<file path="src/rtl/ts_pack_arbiter_if.sv">
// Handshake and buffer-command bundle between the TS writer/reader, the
// ts_pack_arbiter and the 10-bit/32-bit packing buffer.
interface ts_pack_arbiter_if #(
  parameter int unsigned CNT_W = 7
) ();
  localparam int unsigned SLOT_W = 10;

  logic              WR_REQ;
  logic [SLOT_W-1:0] WR_DATA;
  logic              WR_ACK;
  logic              RD_REQ;
  logic              RD_ACK;
  logic [SLOT_W-1:0] RD_DATA;
  logic              RD_VALID;
  logic              BUF_WRITE;
  logic              BUF_READ;
  logic [SLOT_W-1:0] BUF_WDATA;
  logic [SLOT_W-1:0] BUF_RDATA;
  logic [CNT_W-1:0]  LEVEL;
  logic              FULL;
  logic              EMPTY;
  logic              BUSY;

  // Arbiter side
  modport slave (
    input  WR_REQ, WR_DATA, RD_REQ, BUF_RDATA,
    output WR_ACK, RD_ACK, RD_DATA, RD_VALID,
           BUF_WRITE, BUF_READ, BUF_WDATA, LEVEL, FULL, EMPTY, BUSY
  );

  // Requester / buffer side
  modport master (
    output WR_REQ, WR_DATA, RD_REQ, BUF_RDATA,
    input  WR_ACK, RD_ACK, RD_DATA, RD_VALID,
           BUF_WRITE, BUF_READ, BUF_WDATA, LEVEL, FULL, EMPTY, BUSY
  );
endinterface

</file>
<file path="src/rtl/ts_pack_arbiter.sv">
// Shares the 10-bit-slot packing buffer between the TS capture writer and the
// playback reader. Define TS_ARB_WR_PRIORITY_EN for fixed write priority.
module ts_pack_arbiter #(
  parameter int unsigned DEPTH_WORDS    = 32,
  parameter int unsigned SLOTS_PER_WORD = 3,
  parameter int unsigned CNT_W          = 7
) (
  input logic              CLOCK,
  input logic              RESET,
  ts_pack_arbiter_if.slave bus
);
  localparam int unsigned SLOT_W = 10;
  localparam int unsigned CAP    = DEPTH_WORDS * SLOTS_PER_WORD;
  localparam logic [CNT_W-1:0] CAP_L = CNT_W'(CAP);

  typedef enum logic [1:0] {IDLE, WR_WAIT, RD_WAIT, RD_CAP} state_t;

  state_t             state_q;
  logic               hold_q;
  logic [CNT_W-1:0]   level_q;
  logic               full_q;
  logic               empty_q;
  logic               busy_q;
  logic               wr_ack_q;
  logic               rd_ack_q;
  logic               rd_valid_q;
  logic [SLOT_W-1:0]  rd_data_q;
  logic               buf_write_q;
  logic               buf_read_q;
  logic [SLOT_W-1:0]  buf_wdata_q;
  logic [CNT_W-1:0]   level_inc_d;
  logic [CNT_W-1:0]   level_dec_d;
  logic               wr_ok;
  logic               rd_ok;
  logic               grant_wr;
  logic               grant_rd;

  assign level_inc_d = level_q + CNT_W'(1);
  assign level_dec_d = level_q - CNT_W'(1);

  // FULL/EMPTY gate the requests so LEVEL can never leave 0..CAP
  assign wr_ok = bus.WR_REQ & ~full_q;
  assign rd_ok = bus.RD_REQ & ~empty_q;

`ifdef TS_ARB_WR_PRIORITY_EN
  assign grant_wr = wr_ok;
`else
  logic last_rd_q;  // 1: last grant went to the reader
  assign grant_wr = wr_ok & (~rd_ok | last_rd_q);
`endif
  assign grant_rd = rd_ok & ~grant_wr;

  always_ff @(posedge CLOCK or posedge RESET) begin
    if (RESET) begin
      state_q     <= IDLE;
      hold_q      <= 1'b0;
      level_q     <= '0;
      full_q      <= 1'b0;
      empty_q     <= 1'b1;
      busy_q      <= 1'b0;
      wr_ack_q    <= 1'b0;
      rd_ack_q    <= 1'b0;
      rd_valid_q  <= 1'b0;
      rd_data_q   <= '0;
      buf_write_q <= 1'b0;
      buf_read_q  <= 1'b0;
      buf_wdata_q <= '0;
`ifndef TS_ARB_WR_PRIORITY_EN
      last_rd_q   <= 1'b1;
`endif
    end else begin
      // Single-cycle pulses by default
      wr_ack_q    <= 1'b0;
      rd_ack_q    <= 1'b0;
      rd_valid_q  <= 1'b0;
      buf_write_q <= 1'b0;
      buf_read_q  <= 1'b0;
      case (state_q)
        IDLE: begin
          if (grant_wr) begin
            buf_write_q <= 1'b1;
            buf_wdata_q <= bus.WR_DATA;
            wr_ack_q    <= 1'b1;
            level_q     <= level_inc_d;
            full_q      <= (level_inc_d == CAP_L);
            empty_q     <= 1'b0;
            hold_q      <= 1'b0;
            busy_q      <= 1'b1;
            state_q     <= WR_WAIT;
`ifndef TS_ARB_WR_PRIORITY_EN
            last_rd_q   <= 1'b0;
`endif
          end else if (grant_rd) begin
            buf_read_q  <= 1'b1;
            rd_ack_q    <= 1'b1;
            level_q     <= level_dec_d;
            full_q      <= 1'b0;
            empty_q     <= (level_dec_d == '0);
            hold_q      <= 1'b0;
            busy_q      <= 1'b1;
            state_q     <= RD_WAIT;
`ifndef TS_ARB_WR_PRIORITY_EN
            last_rd_q   <= 1'b1;
`endif
          end
        end
        // Two-cycle command recovery after each buffer command
        WR_WAIT: begin
          hold_q <= ~hold_q;
          if (hold_q) begin
            state_q <= IDLE;
            busy_q  <= 1'b0;
          end
        end
        RD_WAIT: begin
          hold_q <= ~hold_q;
          if (hold_q) state_q <= RD_CAP;
        end
        RD_CAP: begin
          rd_data_q  <= bus.BUF_RDATA;
          rd_valid_q <= 1'b1;
          busy_q     <= 1'b0;
          state_q    <= IDLE;
        end
        default: begin
          state_q <= IDLE;
          busy_q  <= 1'b0;
        end
      endcase
    end
  end

  assign bus.WR_ACK    = wr_ack_q;
  assign bus.RD_ACK    = rd_ack_q;
  assign bus.RD_DATA   = rd_data_q;
  assign bus.RD_VALID  = rd_valid_q;
  assign bus.BUF_WRITE = buf_write_q;
  assign bus.BUF_READ  = buf_read_q;
  assign bus.BUF_WDATA = buf_wdata_q;
  assign bus.LEVEL     = level_q;
  assign bus.FULL      = full_q;
  assign bus.EMPTY     = empty_q;
  assign bus.BUSY      = busy_q;
endmodule

</file>
<file path="src/flat_wrapper.sv">
// flat-port wrapper written by rule: the top's interface ports become plain ports
module ts_pack_arbiter_flat 
#(
  parameter int unsigned DEPTH_WORDS    = 32,
  parameter int unsigned SLOTS_PER_WORD = 3,
  parameter int unsigned CNT_W          = 7
)
  (CLOCK, RESET, bus_WR_REQ, bus_WR_DATA, bus_RD_REQ, bus_BUF_RDATA, bus_WR_ACK, bus_RD_ACK, bus_RD_DATA, bus_RD_VALID, bus_BUF_WRITE, bus_BUF_READ, bus_BUF_WDATA, bus_LEVEL, bus_FULL, bus_EMPTY, bus_BUSY);
  ts_pack_arbiter_if #(.CNT_W(CNT_W)) bus_i ();
  input logic CLOCK;
  input logic RESET;
  input wire logic [$bits(bus_i.WR_REQ)-1:0] bus_WR_REQ;
  input wire logic [$bits(bus_i.WR_DATA)-1:0] bus_WR_DATA;
  input wire logic [$bits(bus_i.RD_REQ)-1:0] bus_RD_REQ;
  input wire logic [$bits(bus_i.BUF_RDATA)-1:0] bus_BUF_RDATA;
  output wire logic [$bits(bus_i.WR_ACK)-1:0] bus_WR_ACK;
  output wire logic [$bits(bus_i.RD_ACK)-1:0] bus_RD_ACK;
  output wire logic [$bits(bus_i.RD_DATA)-1:0] bus_RD_DATA;
  output wire logic [$bits(bus_i.RD_VALID)-1:0] bus_RD_VALID;
  output wire logic [$bits(bus_i.BUF_WRITE)-1:0] bus_BUF_WRITE;
  output wire logic [$bits(bus_i.BUF_READ)-1:0] bus_BUF_READ;
  output wire logic [$bits(bus_i.BUF_WDATA)-1:0] bus_BUF_WDATA;
  output wire logic [$bits(bus_i.LEVEL)-1:0] bus_LEVEL;
  output wire logic [$bits(bus_i.FULL)-1:0] bus_FULL;
  output wire logic [$bits(bus_i.EMPTY)-1:0] bus_EMPTY;
  output wire logic [$bits(bus_i.BUSY)-1:0] bus_BUSY;
  assign bus_i.WR_REQ = bus_WR_REQ;
  assign bus_i.WR_DATA = bus_WR_DATA;
  assign bus_i.RD_REQ = bus_RD_REQ;
  assign bus_i.BUF_RDATA = bus_BUF_RDATA;
  assign bus_WR_ACK = bus_i.WR_ACK;
  assign bus_RD_ACK = bus_i.RD_ACK;
  assign bus_RD_DATA = bus_i.RD_DATA;
  assign bus_RD_VALID = bus_i.RD_VALID;
  assign bus_BUF_WRITE = bus_i.BUF_WRITE;
  assign bus_BUF_READ = bus_i.BUF_READ;
  assign bus_BUF_WDATA = bus_i.BUF_WDATA;
  assign bus_LEVEL = bus_i.LEVEL;
  assign bus_FULL = bus_i.FULL;
  assign bus_EMPTY = bus_i.EMPTY;
  assign bus_BUSY = bus_i.BUSY;
  ts_pack_arbiter #(.DEPTH_WORDS(DEPTH_WORDS), .SLOTS_PER_WORD(SLOTS_PER_WORD), .CNT_W(CNT_W)) u_core (.CLOCK(CLOCK), .RESET(RESET), .bus(bus_i));
endmodule
</file>
<file path="config.mk">
export PLATFORM = sky130hd
export DESIGN_NAME = ts_pack_arbiter_flat
export DESIGN_NICKNAME = d
export VERILOG_FILES = /design/src/rtl/ts_pack_arbiter_if.sv /design/src/rtl/ts_pack_arbiter.sv /design/src/flat_wrapper.sv
export SDC_FILE = /design/constraint.sdc
export NUM_CORES = 1
export LEC_CHECK = 0
export BUFFER_PORTS_ARGS = -buffer_cell sky130_fd_sc_hd__buf_2
export CORE_MARGIN = 5
export CORE_UTILIZATION = 40
export CTS_CLUSTER_DIAMETER = 80
export DETAILED_ROUTE_END_ITERATION = 8
export GPL_TIMING_DRIVEN = 0
export PLACE_DENSITY = 0.73
export RECOVER_POWER = 25
export SYNTH_ARGS = -nofsm -noshare
export SYNTH_HDL_FRONTEND = slang
export SYNTH_SLANG_ARGS = --single-unit
</file>
<file path="constraint.sdc">
create_clock -name CLOCK -period 1.75 [get_ports CLOCK]
set_input_delay 0.175 -clock CLOCK [delete_from_list [all_inputs] [get_ports CLOCK]]
set_output_delay 0.175 -clock CLOCK [all_outputs]
set_load 0.1 [all_outputs]
</file>
==> results of run 1 <==
## area by class of cell
cell class	count	area (sq um)	area share, %
clock buffer	7	86.3	3.33
buffer	10	80.1	3.09
multi-input combinational	111	992	38.3
clock inverter	1	30.0	1.16
sequential	37	948	36.6
inverter	8	30.0	1.16
tap	67	83.8	3.24
timing repair buffer	63	340	13.1
## timing repair
action / CTS / global route
buffers inserted: 0 / 5
resized for setup: 3 / 4
endpoints found under the setup margin: 2 / 13
cloned: 0 / 0
pin swaps: 1 / 3
## worst max-delay path by stage
stage	from	depth (start not counted)	slack, ps	endpoint
2_1_floorplan	u_core.bus.EMPTY	5	-110	u_core.bus.LEVEL[6]
3_3_place_gp	u_core.bus.LEVEL[0]	6	-60	u_core.bus.EMPTY
3_5_place_dp	u_core.bus.LEVEL[0]	6	-90	u_core.bus.EMPTY
4_1_cts	u_core.bus.EMPTY	6	7	u_core.bus.BUF_WDATA[2]
5_1_grt	u_core.bus.LEVEL[0]	6	-40	u_core.bus.EMPTY
6_report	u_core.bus.EMPTY	5	40	u_core.bus.LEVEL[6]
## worst register-to-register path: stages, from the launching register on
cell and delay, ps:
dfstp_4 630, and2b_2 260, o21ai_4 170, buf_6 160, nor2_2 60, a221o_1 320
## state kept, by name, indices dropped and copies added, names as in the netlist
register	count
u_core.bus.FULL	1
u_core.bus.LEVEL	7
u_core.bus.BUSY	1
u_core.hold_q	1
u_core.bus.EMPTY	1
u_core.last_rd_q	1
u_core.bus.BUF_WDATA	10
u_core.bus.RD_VALID	1
u_core.bus.RD_ACK	1
u_core.bus.RD_DATA	10
u_core.bus.WR_ACK	1
u_core.state_q	2
## per-layer routing
metal,up-vias,track usage (%),routed length [microns]
met4,0,3.04,23
met1,721,17.0,1810
met2,62,24.9,2220
met5,-,0,0
li1,725,-,-
met3,4,3.59,262
## placed cells by master, fill, tap and decap left out, types with 3 or more instances in the layout
cell       n
a21oi_1    4
xor2_1     4
nor2_1     7
nand3_1    6
o31ai_1    3
dfrtp_4    3
inv_1      8
xnor2_1    7
mux2_2    13
ha_1       7
dfrtp_2    4
clkbuf_8   6
nand2_1    3
buf_6      4
dfrtp_1   28
mux2_4     8
o21ai_0    5
buf_4      7
buf_2     59
## cells by family after synthesis
family | Yosys count
and+or+nand+nor | 39
DFF | 37
AOI/OAI and AO/OA | 29
muxes | 23
buffers and inverters | 19
xor gates and xnor gates | 11
adders and majority gates | 9
## through the flow
step                worst slack [ps]  setup TNS [ps]  utilization, %
floorplan                       -105           -1030               -
global placement               -56.5           -56.5            50.4
detailed placement             -87.0           -87.5            50.4
CTS                             6.73               0            53.2
global route                   -40.8            -100            54.5
finish                          37.0               0            54.5
==> flow_summary.json, run 1 <==
{
  "status": "finished, final reports clean",
  "ys_top_cells_by_count": "dfrtp_1, mux2_2, ha_1",
  "gp_congestion": 0.858,
  "crit_fanout": 9,
  "r2r_start": "u_core.bus.EMPTY",
  "critical_path_class": "flip-flop to flip-flop",
  "area_growth_pct": 30.7,
  "cts_hold_buf": 0,
  "n_antenna_cell": 0,
  "wirelength_mm": 4.32,
  "setup_violations": 0,
  "cts.sinks": 37,
  "r2r-end": "u_core.bus.LEVEL[6]",
  "io_pins": 59,
  "path_clk_slew_ps": 70,
  "wl_per_cell_microns": 14.2,
  "maxCapViolations": 0,
  "drive_gt1_share_pct": 52.3,
  "synth_cell_types": 53,
  "syn_avg_cell_area_sq_um": 11.9,
  "netlist_area_sq_mm": 0.00198,
  "via_per_inst": 4.97,
  "setup.worst_path.start_class": "flip-flop",
  "dr.pass1.iters": 5,
  "drc": 0,
  "grt_max_degree": 38,
  "crit_chain": "and2b_2, o21ai_4, buf_6, nor2_2, a221o_1",
  "overflow": 0,
  "place_area_sq_mm": 0.00240,
  "ant_nets": 0,
  "fin_crit_ps": 1710,
  "synth_ff_type": "dfrtp_1",
  "slew_headroom_pct": 10.0,
  "fin_skew_ps": 1.44,
  "cts_root_buffer": "clkbuf_8",
  "crit_buf_inv": 1,
  "synthArstFlopShare_pct": 100,
  "ys_ff_latch": 37,
  "yosysTopAreaCell": "dfrtp_1",
  "h-tree-depth": 2,
  "cts_buffers": 5,
  "clkLatencyLatePin_ps": 280,
  "grt_setup_unrepaired": "yes",
  "placed_cells": 292,
  "syn-num-nets": 200,
  "first_iter_violations": 65,
  "fmax_mhz": 584,
  "critical_path_required_ps": 1920,
  "r2r_cells": 5,
  "fp.dieArea_sq_mm": 0.00647,
  "synth-compound-area-share_pct": 10.7,
  "initial_core_util_pct": 41.7,
  "core_area_sq_mm": 0.00475,
  "syn-instance-count": 167,
  "fin_crit_sh_pct": 97.9,
  "hpwl_mm": 3.23,
  "synth-xor-area-share_pct": 4.86,
  "route.vias.total": 1512,
  "fp.dieH_microns": 80.4,
  "synth_top_area_share_pct": 44.2,
  "cts_buffer_depth": 2,
  "hold_viol": 0,
  "finalHoldWorstSlack_ps": 121,
  "crit_family": "flip-flops",
  "cts_tree": "built",
  "synth-simple-area-share_pct": 11.5,
  "slowest_stage": "dfstp_4",
  "grt_pass1_vias": 1602,
  "final_nets": 269,
  "slew_violations": 0,
  "portBuffers": 58,
  "slowest_delay_ps": 630,
  "core.rowCount": 25,
  "final_cells": 304,
  "antenna_found_initial": 0,
  "ys_seq_area_share_pct": 46.8,
  "die_w_microns": 80.4,
  "yosys-top-cells-area": "dfrtp_1, mux2_2, mux2_4",
  "hold_start": "bus_WR_DATA[6]",
  "grt_pass1_wl_mm": 7.23,
  "grt_usage_pct": 14.0,
  "n_fill_cell": 443,
  "worstMarginPinSlew_ps": 1350,
  "hold_path.class": "primary input to flip-flop",
  "synthMuxAreaShare_pct": 14.4,
  "worstHoldPathCells": 2,
  "yosys.cell_count.top_type": "dfrtp_1",
  "end_kind": "flip-flop",
  "arrival_ps": 1880,
  "synth_top_family_by_area": "multiplexers",
  "fin_area_sq_mm": 0.00259,
  "ff2ff_setup_slack_ps": 40,
  "synth_enable_flop_cells": 0,
  "holdPathEnd": "u_core.bus.BUF_WDATA[6]",
  "synth_fa_ha_area_share_pct": 5.68,
  "yosysWarnings": 0
}
Power of run 1 is not shown: default switching activity piles up to over one toggle a cycle in this logic, so the estimate is an artifact.
==> run 2, diff against run 1 <==
- ABC_AREA: not set -> 1
- PLACE_DENSITY: 0.73 -> 0.74
==> flow_summary.json, run 2 <==
{
  "slew_headroom_pct": 7.40,
  "yosysTopAreaCell": "dfrtp_1",
  "yosys.cell_count.top_type": "nand2_1",
  "cts_resized": 0,
  "core_area_sq_mm": 0.00472,
  "hold_start": "bus_BUF_RDATA[4]",
  "cts_buffers": 5,
  "worstHoldPathCells": 3,
  "setup.worst_path.start_class": "flip-flop",
  "end_kind": "flip-flop",
  "tns_ps": 0,
  "critical_path_class": "flip-flop to flip-flop",
  "via_per_inst": 4.55,
  "ant_nets": 0,
  "initial_core_util_pct": 41.1,
  "ff2ff_setup_slack_ps": 250,
  "fin_crit_sh_pct": 85.5,
  "grt_max_degree": 38,
  "fp.dieH_microns": 79.7,
  "cts_buffer_depth": 2,
  "drc": 0,
  "io_pins": 59,
  "setup_violations": 0,
  "n_antenna_cell": 0,
  "synth_enable_flop_cells": 0,
  "syn_avg_cell_area_sq_um": 7.65,
  "n_fill_cell": 481,
  "area_growth_pct": 25.6,
  "syn-num-nets": 287,
  "ys_ff_latch": 37,
  "placed_cells": 379,
  "hpwl_mm": 3.27,
  "maxCapViolations": 0,
  "wl_per_cell_microns": 11.3,
  "yosys-top-cells-area": "dfrtp_1, nand2_1, ha_1",
  "drive_gt1_share_pct": 30.0,
  "final_common_cell": "nand2_1",
  "grt_pass1_wl_mm": 7.89,
  "final_nets": 352,
  "cts.sinks": 37,
  "ys_top_cells_by_count": "nand2_1, dfrtp_1, inv_1, nand3_1, nor2_1",
  "final_cell_mix": "nand2_1, buf_2, dfrtp_1",
  "ys_seq_area_share_pct": 47.8,
  "hold_path.class": "primary input to flip-flop",
  "fin_crit_ps": 1500,
  "final_cells": 387,
  "crit_fanout": 7,
  "status": "finished, final reports clean",
  "syn-instance-count": 254,
  "fin_util_pct": 51.6,
  "core.rowCount": 25,
  "hold_viol": 0,
  "gp_congestion": 0.889,
  "h-tree-depth": 2,
  "worstMarginPinSlew_ps": 1390,
  "fmax_mhz": 668,
  "yosysWarnings": 0,
  "critical_path_required_ps": 1980,
  "grt_usage_pct": 15.7,
  "cts_tree": "built",
  "slew_violations": 0,
  "grt_setup_unrepaired": "no",
  "synthArstFlopShare_pct": 100,
  "grt_pass1_vias": 1772,
  "fp.dieArea_sq_mm": 0.00635,
  "route.vias.total": 1761,
  "path_clk_slew_ps": 80,
  "cts_hold_buf": 0,
  "post-cts-setup-buffer-count": 0,
  "setup.worst_path.start": "u_core.bus.LEVEL[0]",
  "antenna_found_initial": 0,
  "synth_ff_type": "dfrtp_1",
  "synth_top_area_share_pct": 45.1,
  "synth_cell_types": 26,
  "netlist_area_sq_mm": 0.00194,
  "r2r_start": "u_core.bus.LEVEL[0]",
  "portBuffers": 58,
  "overflow": 0,
  "wirelength_mm": 4.38,
  "first_iter_violations": 118,
  "arrival_ps": 1730,
  "fin_skew_ps": 10.7,
  "clkLatencyLatePin_ps": 290,
  "cts_root_buffer": "clkbuf_8",
  "dr.pass1.iters": 4,
  "r2r_cells": 10,
  "die_w_microns": 79.7
}
-- run 2: layer usage --
layer	wire, microns	global-route usage (%)	part of all wire [%]
met2	2010	24.6	46
met4	47	6.87	1.1
met5	0	0	0
met1	2110	20.4	48
met3	215	3.72	4.9
-- run 2: cell type report --
type / count / area, sq um / share of cell area (%)
Sequential cell: 37 / 936 / 38.4
Multi-Input combinational cell: 183 / 868 / 35.6
Timing Repair Buffer: 58 / 290 / 11.9
Inverter: 26 / 97.6 / 4.00
Tap cell: 67 / 83.8 / 3.44
Clock buffer: 5 / 68.8 / 2.82
Buffer: 8 / 47.5 / 1.95
Clock inverter: 3 / 46.3 / 1.90
-- run 2: logic make-up (layout without fill, tap and decap cells) --
family                     after synthesis  after routing  share of synthesized area (%)
adders and majority gates                9              9                           5.80
buffers and inverters                   34            100                           7.47
xor gates and xnor gates                 2              2                          0.902
DFF                                     37             37                           47.8
and+or+nand+nor                        152            152                           32.3
AOI/OAI and AO/OA                       20             20                           5.67
-- run 2: critical path, cell delays in order (launching register included) --
cell and delay (ps):
dfrtp_2 450, inv_1 160, ha_1 230, inv_1 70
nor2_1 130, nand4_1 90, nand2_1 100, nand2_1 50
nand2_1 60, nand2_1 50, nand2_1 50
-- run 2: final timing paths --
check | end
setup / recovery | u_core.bus.LEVEL[6]
hold / removal | u_core.bus.RD_DATA[4]
setup reg to reg | u_core.bus.LEVEL[6]
hold reg to reg | u_core.bus.RD_DATA[9]
max in group asynchronous | u_core.bus.LEVEL[0]
min in group asynchronous | u_core.bus.RD_DATA[9]
-- run 2: stage by stage --
stage          hold WS [ps]  instance area [sq um]  setup slack, ps
2_1_floorplan           285                   1950             45.9
3_3_place_gp            370                   2320              113
3_5_place_dp            370                   2320              289
4_1_cts                52.7                   2440              268
5_1_grt                74.1                   2440              107
6_report               80.7                   2440              254
Power of run 2 is left out for the same reason.
==> run 3, diff against run 2 <==
--- a/config.mk
+++ b/config.mk
@@ -15,4 +15,5 @@
 export PLACE_DENSITY = 0.74
 export RECOVER_POWER = 25
+export SETUP_SLACK_MARGIN = 0.5
 export SYNTH_ARGS = -nofsm -noshare
 export SYNTH_HDL_FRONTEND = slang
==> constraint.sdc (replaced) <==
create_clock -name CLOCK -period 1.75 [get_ports CLOCK]
set_input_delay 0.175 -clock CLOCK [delete_from_list [all_inputs] [get_ports CLOCK]]
set_output_delay 0.175 -clock CLOCK [all_outputs]
set_load 0.01 [all_outputs]
==> flow_summary.json, run 3 (synthesized netlist as in run 2, its figures left out) <==
{
  "fmax_mhz": 725,
  "first_iter_violations": 91,
  "hold_viol": 0,
  "vdd_drop_max_uv": 642,
  "power.total_mw": 5.14,
  "grt_setup_unrepaired": "yes",
  "dr.pass1.iters": 4,
  "tns_ps": 0,
  "hpwl_mm": 3.35,
  "crit_fanout": 5,
  "via_per_inst": 4.63,
  "cts_buffer_depth": 2,
  "core_area_sq_mm": 0.00472,
  "portBuffers": 58,
  "area_growth_pct": 41.3,
  "fp.dieArea_sq_mm": 0.00635,
  "end_kind": "flip-flop",
  "h-tree-depth": 2,
  "drive_gt1_share_pct": 41.1,
  "path_clk_slew_ps": 80,
  "wl_per_cell_microns": 12.5,
  "antenna_found_initial": 0,
  "cts.sinks": 37,
  "power_density_mw_per_mm2": 1870,
  "clkLatencyLatePin_ps": 290,
  "maxCapViolations": 0,
  "ff2ff_setup_slack_ps": 370,
  "grt_pass1_vias": 1815,
  "setup.worst_path.start_class": "flip-flop",
  "grt_max_degree": 38,
  "initial_core_util_pct": 41.1,
  "drc": 0,
  "setup_violations": 0,
  "cts_buffers": 5,
  "overflow": 0,
  "status": "finished, final reports clean",
  "hold_path.class": "primary input to async pin",
  "wirelength_mm": 4.99,
  "slew_headroom_pct": 48.5,
  "critical_path_required_ps": 1980,
  "fp.dieH_microns": 79.7,
  "n_antenna_cell": 0,
  "cts_tree": "built",
  "slew_violations": 0,
  "gp_congestion": 0.852,
  "n_fill_cell": 419,
  "fin_crit_sh_pct": 78.8,
  "cts_root_buffer": "clkbuf_8",
  "arrival_ps": 1610,
  "fin_skew_ps": 5.67,
  "grt_usage_pct": 16.2,
  "critical_path_class": "flip-flop to flip-flop",
  "core.rowCount": 25,
  "final_cell_mix": "nand2_1, buf_2, dfrtp_1",
  "final_nets": 365,
  "fin_crit_ps": 1380,
  "route.vias.total": 1853,
  "io_pins": 59,
  "worstMarginPinSlew_ps": 772,
  "grt_pass1_wl_mm": 8.11,
  "power.leakage_nw": 1.52,
  "die_w_microns": 79.7,
  "final_common_cell": "nand2_1",
  "ant_nets": 0
}
==> run 3: area by class of cell <==
type	instances	area (sq um)	area share, %
flip-flops and latches	37	931	33.9
clock inverters	2	37.5	1.37
clock buffers	6	82.6	3.01
repair buffers	71	415	15.1
plain buffers	8	66.3	2.42
well taps	67	83.8	3.06
inverters	26	110	4.01
multi-input cells	183	1020	37.1
==> run 3: worst paths after layout <==
check | to | depth (start not counted) | start
min in group CLOCK | u_core.bus.BUF_WDATA[3] | 3 | bus_WR_DATA[3]
max in group asynchronous | u_core.bus.LEVEL[0] | 2 | RESET
worst max-delay path | u_core.bus.EMPTY | 10 | u_core.bus.LEVEL[1]
worst min-delay path | u_core.bus.BUF_WDATA[0] | 2 | RESET
worst min register to register | u_core.bus.RD_DATA[6] | 2 | u_core.bus.RD_DATA[6]
worst max register to register | u_core.bus.EMPTY | 10 | u_core.bus.LEVEL[1]
==> run 3: metal layers <==
layer	share of wire, %	up-vias	wire length (microns)	track usage (%)
met5	0	-	0	0
met4	2.0	0	100	7.73
met3	5.7	6	285	3.84
met2	50	53	2520	27.2
met1	42	855	2090	19.5
li1	-	939	-	-
==> run 3: what timing repair did <==
action / CTS / global route
hold buffers: 0 / 0
gates cloned: 1 / 0
pin swaps: 9 / 13
gates resized for setup: 30 / 25
buffers inserted: 9 / 3
endpoints found under the setup margin: 35 / 36
==> run 3: through the flow <==
step | setup slack [ps] | instances | hold slack, ps | instance area [sq um] | util [%]
after floorplan | 502 | 254 | 285 | 1970 | -
after detailed placement | 336 | 379 | 373 | 2340 | 49.6
after CTS | 446 | 397 | 54.7 | 2640 | 55.9
final | 371 | 400 | 21.4 | 2740 | 58.1
after global placement | 88.2 | 379 | 370 | 2340 | 49.6
after global routing | 312 | 400 | 70.2 | 2740 | 58.1
==> run 3: worst max-delay path, cell delays in order (launching register included) <==
cell and delay [ps]:
dfrtp_2 460, inv_2 100, ha_4 170, inv_4 40, nand2_2 50, nand2_2 50
nor2_2 120, nand3_1 100, nor2_1 110, nand2_1 50, nand2_1 70
==> run 3: report_power, final <==
group	total [mW]	internal, mW	leakage [nW]	switching (mW)
registers	1.57	1.25	0.454	0.314
logic	2.79	1.22	1.00	1.57
clock network	0.779	0.463	0.0574	0.316
Note: power is estimated with default switching activity, not from simulation.
